<file path="src/rtl/asa_wb_stage_if.sv">
// EX/LSU-to-WB handshake bundle plus the registered register-file write port.
// Latency: none, wires only.
// Backpressure: wb_ready_o is driven by the slave and ex_valid_i is held by the master until accepted.
interface asa_wb_stage_if #(
    parameter int XLEN       = 32,
    parameter int REG_ADDR_W = 5
);
    logic                  ex_valid_i;
    logic                  wb_ready_o;
    logic [XLEN-1:0]       ex_result_i;
    logic                  regfile_wr_en_i;
    logic [REG_ADDR_W-1:0] regfile_wr_addr_i;
    logic                  is_load_i;
    logic [2:0]            load_type_i;
    logic                  lsu_rvalid_i;
    logic [XLEN-1:0]       lsu_rdata_i;
    logic                  rf_we_o;
    logic [REG_ADDR_W-1:0] rf_waddr_o;
    logic [XLEN-1:0]       rf_wdata_o;
    logic                  wb_busy_o;

    modport slave (
        input  ex_valid_i, ex_result_i, regfile_wr_en_i, regfile_wr_addr_i,
               is_load_i, load_type_i, lsu_rvalid_i, lsu_rdata_i,
        output wb_ready_o, rf_we_o, rf_waddr_o, rf_wdata_o, wb_busy_o
    );

    modport master (
        output ex_valid_i, ex_result_i, regfile_wr_en_i, regfile_wr_addr_i,
               is_load_i, load_type_i, lsu_rvalid_i, lsu_rdata_i,
        input  wb_ready_o, rf_we_o, rf_waddr_o, rf_wdata_o, wb_busy_o
    );
endinterface

</file>
<file path="src/rtl/asa_wb_stage.sv">
// Write-back stage: retires ALU results and aligned/extended load data onto one registered RF write port.
// Latency: 1 cycle for ALU ops; loads write 1 cycle after lsu_rvalid_i.
// Backpressure: wb_ready_o drops while a load waits for LSU data; EX must hold its instruction.
module asa_wb_stage #(
    parameter int XLEN       = 32,
    parameter int REG_ADDR_W = 5
) (
    input  logic              clk,
    input  logic              rst_n,
    asa_wb_stage_if.slave     bus
);

    typedef enum logic {
        IDLE     = 1'b0,
        WAIT_LSU = 1'b1
    } state_t;

    state_t                state_q, state_d;
    logic [REG_ADDR_W-1:0] ld_rd_q, ld_rd_d;
    logic                  ld_we_q, ld_we_d;
    logic [2:0]            ld_type_q, ld_type_d;
    logic [1:0]            ld_off_q, ld_off_d;
    logic                  rf_we_q, rf_we_d;
    logic [REG_ADDR_W-1:0] rf_waddr_q, rf_waddr_d;
    logic [XLEN-1:0]       rf_wdata_q, rf_wdata_d;

    logic                  accept;
    logic [7:0]            byte_sel;
    logic [15:0]           half_sel;
    logic [XLEN-1:0]       load_data;

    assign bus.wb_ready_o = (state_q == IDLE);
    assign bus.wb_busy_o  = (state_q == WAIT_LSU);
    assign bus.rf_we_o    = rf_we_q;
    assign bus.rf_waddr_o = rf_waddr_q;
    assign bus.rf_wdata_o = rf_wdata_q;

    assign accept = bus.ex_valid_i && bus.wb_ready_o;

    // Halfword select ignores addr[0]: misaligned halfwords never reach this stage.
    assign byte_sel = bus.lsu_rdata_i[{ld_off_q, 3'b000} +: 8];
    assign half_sel = bus.lsu_rdata_i[{ld_off_q[1], 4'b0000} +: 16];

    always_comb begin
        load_data = bus.lsu_rdata_i;
        case (ld_type_q)
            3'b000:  load_data = {{(XLEN-8){byte_sel[7]}}, byte_sel};
            3'b001:  load_data = {{(XLEN-16){half_sel[15]}}, half_sel};
            3'b100:  load_data = {{(XLEN-8){1'b0}}, byte_sel};
            3'b101:  load_data = {{(XLEN-16){1'b0}}, half_sel};
            default: load_data = bus.lsu_rdata_i;
        endcase
    end

    always_comb begin
        state_d    = state_q;
        ld_rd_d    = ld_rd_q;
        ld_we_d    = ld_we_q;
        ld_type_d  = ld_type_q;
        ld_off_d   = ld_off_q;
        rf_we_d    = 1'b0;
        rf_waddr_d = rf_waddr_q;
        rf_wdata_d = rf_wdata_q;

        case (state_q)
            IDLE: begin
                if (accept) begin
                    if (bus.is_load_i) begin
                        ld_rd_d   = bus.regfile_wr_addr_i;
                        ld_we_d   = bus.regfile_wr_en_i && (bus.regfile_wr_addr_i != '0);
                        ld_type_d = bus.load_type_i;
                        ld_off_d  = bus.ex_result_i[1:0];
                        state_d   = WAIT_LSU;
                    end else if (bus.regfile_wr_en_i && (bus.regfile_wr_addr_i != '0)) begin
                        rf_we_d    = 1'b1;
                        rf_waddr_d = bus.regfile_wr_addr_i;
                        rf_wdata_d = bus.ex_result_i;
                    end
                end
            end
            WAIT_LSU: begin
                // New EX requests are deliberately not looked at here, even alongside rvalid.
                if (bus.lsu_rvalid_i) begin
                    state_d = IDLE;
                    if (ld_we_q) begin
                        rf_we_d    = 1'b1;
                        rf_waddr_d = ld_rd_q;
                        rf_wdata_d = load_data;
                    end
                end
            end
            default: state_d = IDLE;
        endcase
    end

    always_ff @(posedge clk or negedge rst_n) begin
        if (!rst_n) begin
            state_q    <= IDLE;
            ld_rd_q    <= '0;
            ld_we_q    <= 1'b0;
            ld_type_q  <= '0;
            ld_off_q   <= '0;
            rf_we_q    <= 1'b0;
            rf_waddr_q <= '0;
            rf_wdata_q <= '0;
        end else begin
            state_q    <= state_d;
            ld_rd_q    <= ld_rd_d;
            ld_we_q    <= ld_we_d;
            ld_type_q  <= ld_type_d;
            ld_off_q   <= ld_off_d;
            rf_we_q    <= rf_we_d;
            rf_waddr_q <= rf_waddr_d;
            rf_wdata_q <= rf_wdata_d;
        end
    end

endmodule

</file>
<file path="src/flat_wrapper.sv">
// flat-port wrapper written by rule: the top's interface ports become plain ports
module asa_wb_stage_flat 
#(
    parameter int XLEN       = 32,
    parameter int REG_ADDR_W = 5
)
  (clk, rst_n, bus_ex_valid_i, bus_ex_result_i, bus_regfile_wr_en_i, bus_regfile_wr_addr_i, bus_is_load_i, bus_load_type_i, bus_lsu_rvalid_i, bus_lsu_rdata_i, bus_wb_ready_o, bus_rf_we_o, bus_rf_waddr_o, bus_rf_wdata_o, bus_wb_busy_o);
  asa_wb_stage_if #(.XLEN(XLEN), .REG_ADDR_W(REG_ADDR_W)) bus_i ();
  input  logic clk;
  input  logic rst_n;
  input wire logic [$bits(bus_i.ex_valid_i)-1:0] bus_ex_valid_i;
  input wire logic [$bits(bus_i.ex_result_i)-1:0] bus_ex_result_i;
  input wire logic [$bits(bus_i.regfile_wr_en_i)-1:0] bus_regfile_wr_en_i;
  input wire logic [$bits(bus_i.regfile_wr_addr_i)-1:0] bus_regfile_wr_addr_i;
  input wire logic [$bits(bus_i.is_load_i)-1:0] bus_is_load_i;
  input wire logic [$bits(bus_i.load_type_i)-1:0] bus_load_type_i;
  input wire logic [$bits(bus_i.lsu_rvalid_i)-1:0] bus_lsu_rvalid_i;
  input wire logic [$bits(bus_i.lsu_rdata_i)-1:0] bus_lsu_rdata_i;
  output wire logic [$bits(bus_i.wb_ready_o)-1:0] bus_wb_ready_o;
  output wire logic [$bits(bus_i.rf_we_o)-1:0] bus_rf_we_o;
  output wire logic [$bits(bus_i.rf_waddr_o)-1:0] bus_rf_waddr_o;
  output wire logic [$bits(bus_i.rf_wdata_o)-1:0] bus_rf_wdata_o;
  output wire logic [$bits(bus_i.wb_busy_o)-1:0] bus_wb_busy_o;
  assign bus_i.ex_valid_i = bus_ex_valid_i;
  assign bus_i.ex_result_i = bus_ex_result_i;
  assign bus_i.regfile_wr_en_i = bus_regfile_wr_en_i;
  assign bus_i.regfile_wr_addr_i = bus_regfile_wr_addr_i;
  assign bus_i.is_load_i = bus_is_load_i;
  assign bus_i.load_type_i = bus_load_type_i;
  assign bus_i.lsu_rvalid_i = bus_lsu_rvalid_i;
  assign bus_i.lsu_rdata_i = bus_lsu_rdata_i;
  assign bus_wb_ready_o = bus_i.wb_ready_o;
  assign bus_rf_we_o = bus_i.rf_we_o;
  assign bus_rf_waddr_o = bus_i.rf_waddr_o;
  assign bus_rf_wdata_o = bus_i.rf_wdata_o;
  assign bus_wb_busy_o = bus_i.wb_busy_o;
  asa_wb_stage #(.XLEN(XLEN), .REG_ADDR_W(REG_ADDR_W)) u_core (.clk(clk), .rst_n(rst_n), .bus(bus_i));
endmodule
</file>
<file path="config.mk">
export PLATFORM = sky130hd
export DESIGN_NAME = asa_wb_stage_flat
export DESIGN_NICKNAME = d
export VERILOG_FILES = /design/src/rtl/asa_wb_stage_if.sv /design/src/rtl/asa_wb_stage.sv /design/src/flat_wrapper.sv
export SDC_FILE = /design/constraint.sdc
export NUM_CORES = 1
export LEC_CHECK = 0
export CAP_MARGIN = 20
export CORE_MARGIN = 8
export CORE_UTILIZATION = 44
export DETAILED_ROUTE_END_ITERATION = 7
export PLACE_DENSITY = 0.87
export REMOVE_ABC_BUFFERS = 1
export SLEW_MARGIN = 25
export SYNTH_ARGS = -nofsm -noshare
export SYNTH_HDL_FRONTEND = slang
export SYNTH_SLANG_ARGS = --single-unit
</file>
<file path="constraint.sdc">
create_clock -name clk -period 2.2 [get_ports clk]
set_input_delay 0.44 -clock clk [delete_from_list [all_inputs] [get_ports clk]]
set_output_delay 0.44 -clock clk [all_outputs]
set_load 0.01 [all_outputs]
</file>
==> summary.md, run 1 <==
| Metric | Value |
|---|---|
| RSZ-0062 raised after global routing | false |
| Via Count | ~3100 |
| CTS tree | done |
| Post-route setup slack | 0.08758 ns |
| Final Setup Violations | 0 |
| Worst ir drop on vdd | between 0.0003 and 0.0004 V |
| Tcrit/Tclk final | 0.9602 |
| Clock power share | 0.137 |
| Pins Over Slew Limit | 0 |
| Min-Delay Path Class | input port to asynchronous set/reset pin |
| CTS Buffer Depth | 2 |
| Antenna diodes | 0 |
| Reg power frac | 0.369 |
| Nets | about 520 |
| Synth unique cells | 47 |
| Area Overhead vs Synth | 46.28% |
| Latest clock arrival within the worst-skew pair | approximately 0.30 ns |
| CTS H-tree depth | 2 |
| Die W | around 100 microns |
| Number of antenna-violating nets in the routed design | 0 |
| Core region area | just under 0.007 sq mm |
| Most numerous cell in the Yosys netlist | dfrtp_1 |
| Clk root buf | clkbuf_8 |
| DP Worst Slack | -0.1165 ns |
| CP cell instances | clkinvlp_4 > clkdlybuf4s50_1 |
| Minimum clock period | between 2 and 2.5 ns |
| Top FF cell, synth | dfrtp_1 |
| Post-synthesis sequential area ratio | 0.4063 |
| Die Area | 0.009931 sq mm |
| Power per cell area | around 860 mW/mm^2 |
| Mapped cell area | 0.003079 sq mm |
| R2r endpoint | u_core.bus.rf_wdata_o[7] |
| Cts repair resizes | 0 |
| Total GRT Usage | 0.2050 |
| Largest net degree at the start of global routing | 51 |
| Yosys Warn Count | 0 |
| Combinational Power Share | 0.494 |
| Post-synthesis sequential element count | 50 |
| Post-synth top cells | 50 x dfrtp_1, 26 x nor2_1, 24 x nand3_1 |
| Initial DRC count | approximately 260 |
| Hold Fails Final Rpt | 0 |
| Maximum clock frequency | between 0.4 and 0.5 GHz |
| # clock sinks | 50 |
| Arrival @ worst endpoint | 1.67 ns |
| CP required | between 1.5 and 2 ns |
| Inserted Clock Buffers | 5 |
| Dpl hpwl | roughly 7.8 mm |
| R2R Setup Slk | roughly 0.25 ns |
| Worst Skew | between 0.008 and 0.009 ns |
| Net Sw Power | ~1400 uW |
| Slew margin rel. | 0.5668 |
| Drt drc | 0 |
| Area contributors post-synth | dfrtp_1 41%, a221oi_2 4.9%, o31ai_1 4.1% |
| Hold_buf cts | 0 |
| Row count | 30 |
| Slew @ Worst Pin | about 0.65 ns |
| Post-synth EDFFs | 0 |
| Mapped Avg Cell Area | about 9.5 sq um |
| First-pass GRT wire length | between 15 and 20 mm |
| Vias/cell | ~6 |
| Die height | ~100 microns |
| Path depth of the worst reg2reg path | 5 |
| Switch share | 0.3652 |
| WS Path Type | register to primary output |
| Int Power | between 2000 and 2500 uW |
| CP Launch Type | register |
| IO Port Bufs | roughly 120 |
| Share of the synthesized area in the top cell type | 0.4063 |
| Leakage | ~0.0018 uW |
| Worst r2r src | u_core.ld_off_q[1] |
| Total power | 3889 uW |
| Initial Utilization | 0.4532 |
| Max stage delay cell, worst path | clkdlybuf4s50_1 |
| Vias in the first global route | roughly 3200 |
| Average wire per standard cell | between 15 and 20 microns |
| Synth area leader | dfrtp_1 |
| GPL Wtd Cong | 0.9263 |
| Share of layout cells above drive strength 1 | 0.1253 |
| GRT overflow | 0 |
| Post-CTS Setup Bufs | 0 |
| Worst-path clk slew | 0.09 ns |
| Status | finished clean |
| Hold Slack | ~0.24 ns |
| Critical path peak fanout | 13 |
| Initial antenna violation count | 0 |
| I/O Pins | 118 |
| Mapped Cells | ~320 |
| Final WL | just over 10 mm |
| CP max stage delay | 0.57 ns |
| TritonRoute pass-1 iters | 5 |
| Post-synthesis async set-or-reset flop share | 1.000 |
| Crit end category | primary output |
| Max cap viols | 0 |
sequential cells by signal, indices dropped and copies added (netlist names):
register	cells
u_core.ld_we_q	1
u_core.bus.rf_waddr_o	5
u_core.ld_type_q	3
u_core.ld_off_q	2
u_core.bus.rf_we_o	1
u_core.bus.wb_busy_o	1
u_core.bus.rf_wdata_o	32
u_core.ld_rd_q	5
cell type report:
cell class | instances | area (sq um)
fill | 562 | 2290
multi-input combinational | 229 | 1618
timing repair buffer | 140 | 1380
sequential | 50 | 1251
tap | 96 | 120.1
clock buffer | 6 | 72.57
inverter | 12 | 48.80
clock inverter | 2 | 13.76
metrics by stage:
| step | instance area [sq um] | setup TNS, ns | utilization | instances |
|---|---|---|---|---|
| 2_1_floorplan | 2914 | -17.98 | - | 291 |
| 3_3_place_gp | 4410 | -1.860 | 0.6492 | 527 |
| 3_5_place_dp | 4410 | -2.961 | 0.6492 | 527 |
| 4_1_cts | 4497 | 0 | 0.6619 | 535 |
| 5_1_grt | 4504 | 0 | 0.6630 | 535 |
| 6_report | 4504 | 0 | 0.6630 | 535 |
cells in the final DEF, fill, tap and decap left out, types with 2 or more instances in the layout:
| cell type | n |
|---|---|
| dfrtp_1 | 50 |
| inv_1 | 9 |
| a31oi_1 | 14 |
| nand2_1 | 17 |
| o21a_1 | 7 |
| buf_4 | 19 |
| nand3b_1 | 2 |
| o21ai_1 | 6 |
| a221oi_1 | 8 |
| o311ai_1 | 4 |
| nor3_1 | 21 |
| o31ai_1 | 17 |
| a221oi_2 | 10 |
| a21oi_1 | 7 |
| mux2_1 | 8 |
| a311o_1 | 7 |
| nor2b_1 | 8 |
| mux2i_1 | 7 |
| inv_2 | 2 |
| nand3_1 | 24 |
| nor2_1 | 26 |
| o221ai_1 | 7 |
| clkdlybuf4s50_1 | 116 |
| clkbuf_8 | 5 |
| mux2_2 | 3 |
| o21ai_0 | 5 |
| o311ai_0 | 3 |
| buf_12 | 3 |
per-layer routing:
metal / up-vias / routed length [microns] / track usage
met4: 0 / 108 / 0.05239
met5: - / 0 / 0
met1: 1515 / 4106 / 0.2486
li1: 1467 / - / -
met2: 141 / 5183 / 0.3502
met3: 10 / 805 / 0.05377
worst max-delay path: cells and delay by family (launching register included):
family | cells | cell delay [ns]
buffers and inverters | 2 | 0.89
flip-flops | 1 | 0.47
how the worst max path moves through the flow:
stage                                   startpoint                         to  slack (ns)  cells past startpoint
final                         u_core.bus.wb_busy_o             bus_wb_ready_o        0.09                      2
after global routing          u_core.bus.wb_busy_o             bus_wb_ready_o      0.0009                      2
after CTS                     u_core.bus.wb_busy_o             bus_wb_ready_o        0.02                      2
after detailed placement  bus_regfile_wr_addr_i[2]  u_core.bus.rf_wdata_o[22]       -0.12                      6
after global placement    bus_regfile_wr_addr_i[2]   u_core.bus.rf_wdata_o[7]       -0.07                      6
after floorplan               u_core.bus.wb_busy_o         u_core.ld_off_q[1]       -0.85                      3
power groups by stage:
stage                     Sequential [uW]  Clock (uW)  Combinational (uW)
final                                1430         534                1920
after global routing                 1470         586                2080
after CTS                            1430         548                1930
after detailed placement             1450           0                1930
after global placement               1430           0                1860
after floorplan                      1590           0                 728
cell families (layout without fill, tap and decap cells):
| kind of cell | after synthesis | count (layout) | synth area share |
|---|---|---|---|
| AOI/OAI and AO/OA | 100 | 100 | 0.2690 |
| buffers and inverters | 44 | 160 | 0.06826 |
| DFF | 50 | 50 | 0.4063 |
| muxes | 20 | 20 | 0.07517 |
| and+or+nand+nor | 109 | 109 | 0.1812 |
Note: power is estimated with default switching activity, not from simulation.
==> run 2, diff against run 1 <==
GPL_TIMING_DRIVEN = 1   (was default)
clock period = 2.1 ns   (was 2.2 ns; I/O delays follow)
==> summary.md, run 2 (synthesis gave the netlist of run 1 again) <==
| Metric | Value |
|---|---|
| Status | finished clean |
| Die W | 99.66 microns (unchanged) |
| R2r endpoint | u_core.bus.rf_wdata_o[27] |
| Placed cell area | 0.004456 sq mm (+1.0%) |
| Area Overhead vs Synth | 48.72% |
| Worst Skew | 0.008010 ns (-0.0003630 ns) |
| Total power | 4208 uW (+8.2%) |
| Slew margin rel. | 0.6023 (+0.03548) |
| CP cell instances | buf_4 > clkdlybuf4s50_1 |
| I/O Pins | 118 (unchanged) |
| Top delay family on crit path | buffers and inverters |
| IO Port Bufs | 117 (unchanged) |
| Initial DRC count | 201 (-21%) |
| Setup TNS | 0 ns (unchanged) |
| Minimum clock period | between 1.5 and 2 ns |
| CP required | 1.68 ns (-0.08 ns) |
| Hold Fails Final Rpt | 0 (unchanged) |
| Slew @ Worst Pin | 0.5954 ns (-0.05444 ns) |
| Antenna diodes | 0 (unchanged) |
| Fill cells | 553 (-1.6%) |
| Switch share | 0.3545 (-0.01066) |
| # clock sinks | 50 (unchanged) |
| WS Path Type | register to primary output |
| Post-CTS Setup Bufs | 0 (unchanged) |
| Initial Utilization | 0.4532 (unchanged) |
| Vias in the first global route | 3227 (-0.40%) |
| Critical path peak fanout | 9 (-4) |
| Final Util | 0.6740 (+0.01105) |
| Final WL | 10.27 mm (+0.63%) |
| Worst Path Buf+Inv | 2 (unchanged) |
| Tcrit/Tclk final | 0.9483 |
| R2R Setup Slk | 0.15 ns (-0.10 ns) |
| Origin of the worst setup path | u_core.bus.wb_busy_o |
| Dpl hpwl | 7.898 mm (+1.4%) |
| Die height | 99.66 microns (unchanged) |
| Arrival @ worst endpoint | 1.57 ns (-0.10 ns) |
| Final Setup Violations | 0 (unchanged) |
| CTS H-tree depth | 2 (unchanged) |
| Total placed cells including tap cells | 533 (+1.1%) |
| Max stage delay cell, worst path | clkdlybuf4s50_1 |
| Total GRT Usage | 0.2038 (-0.001145) |
| RSZ-0062 raised after global routing | false |
| CTS Buffer Depth | 2 (unchanged) |
| Vias/cell | 5.946 (+1.5%) |
| Initial antenna violation count | 1 (+1) |
| Reg power frac | 0.355 (-0.014) |
| GRT overflow | 0 (unchanged) |
| Clock power share | 0.161 (+0.024) |
| Largest register FFs | 32 (unchanged) |
| CP max stage delay | 0.55 ns (-0.02 ns) |
| Net Sw Power | 1492 uW (+5.0%) |
| Die Area | 0.009931 sq mm (unchanged) |
| GPL Wtd Cong | 0.9321 (+0.63%) |
| Number of antenna-violating nets in the routed design | 0 (unchanged) |
| TritonRoute pass-1 iters | 5 (unchanged) |
| Int Power | 2716 uW (+10%) |
| Drt drc | 0 (unchanged) |
| Commonest non-fill, non-tap cell in the layout | clkdlybuf4s50_1 |
| Commonest non-fill, non-tap cells in the layout | 116 x clkdlybuf4s50_1, 49 x dfrtp_1, 26 x nor2_1, 26 x buf_4, 24 x nand3_1 |
| Core region area | 0.006794 sq mm (unchanged) |
| Via Count | 3211 (+2.5%) |
| First-pass GRT wire length | 16.46 mm (about the same) |
| Power per cell area | 919.0 mW/mm^2 (+6.4%) |
| Crit end category | primary output |
| Worst r2r src | u_core.ld_type_q[0] |
| CTS tree | done |
| Row count | 30 (unchanged) |
| Latest clock arrival within the worst-skew pair | 0.31 ns (about the same) |
| Largest net degree at the start of global routing | 31 (-39%) |
| Maximum clock frequency | 0.5021 GHz |
| Min-Delay Path Class | input port to asynchronous set/reset pin |
| CP Launch Type | register |
| Max cap viols | 0 (unchanged) |
| Inserted Clock Buffers | 5 (unchanged) |
| Nets | 522 (+1.2%) |
| Clk root buf | clkbuf_8 |
| Pins Over Slew Limit | 0 (unchanged) |
| Combinational Power Share | 0.483 (-0.011) |
| Average wire per standard cell | 19.01 microns (-0.30%) |
| Worst-path clk slew | 0.09 ns (about the same) |
| Share of layout cells above drive strength 1 | 0.1441 (+0.01886) |
| Post-Layout Cell Count | 540 (+0.93%) |
| Finished Cell Area | 0.004579 sq mm (+1.7%) |
| Path depth of the worst reg2reg path | 5 (unchanged) |
| Leakage | 0.001840 uW (+2.4%) |
| Worst ir drop on vdd | 0.0004986 V (+36%) |
==> run 2: how the worst max path moves through the flow <==
stage	slack, ns	cells past startpoint	endpoint
floorplan	-0.95	3	u_core.ld_off_q[1]
global placement	-0.15	6	u_core.bus.rf_wdata_o[7]
detailed placement	-0.23	5	u_core.bus.rf_wdata_o[23]
CTS	0.1	2	bus_wb_busy_o
global route	0.05	2	bus_wb_busy_o
finish	0.11	2	bus_wb_busy_o
==> run 2: metal layers <==
| layer | wire [microns] | track usage |
|---|---|---|
| met5 | 10 | 0 |
| met1 | 4117 | 0.2451 |
| met4 | 289 | 0.07800 |
| met2 | 4994 | 0.3326 |
| met3 | 856 | 0.06285 |
==> run 2: area by class of cell <==
| cell class | instances | area [sq um] | share of cell area |
|---|---|---|---|
| clock buffers | 5 | 68.82 | 0.01503 |
| clock inverters | 2 | 38.79 | 0.008470 |
| inverters | 12 | 45.04 | 0.009836 |
| multi-input cells | 229 | 1633 | 0.3566 |
| flip-flops and latches | 50 | 1252 | 0.2735 |
| well taps | 96 | 120.1 | 0.02623 |
| repair buffers | 146 | 1421 | 0.3104 |
==> run 2: per-stage QoR <==
stage | hold WS, ns | worst slack [ns]
after floorplan | 0.1244 | -0.9508
after global placement | 0.4394 | -0.1450
after detailed placement | 0.4604 | -0.2280
after CTS | 0.1160 | 0.09652
after global routing | 0.1391 | 0.04789
final | 0.1052 | 0.1085
==> run 2: power groups by stage <==
| stage | clock network [uW] | registers (uW) | logic, uW |
|---|---|---|---|
| after floorplan | 0 | 1670 | 762 |
| after global placement | 0 | 1500 | 1970 |
| after detailed placement | 0 | 1510 | 2030 |
| after CTS | 696 | 1490 | 2030 |
| after global routing | 736 | 1530 | 2200 |
| final | 678 | 1500 | 2030 |
==> run 2: repair_timing <==
action | CTS | global route
endpoints found under the setup margin | 0 | 3
hold buffers | 0 | 0
resized for setup | 0 | 4
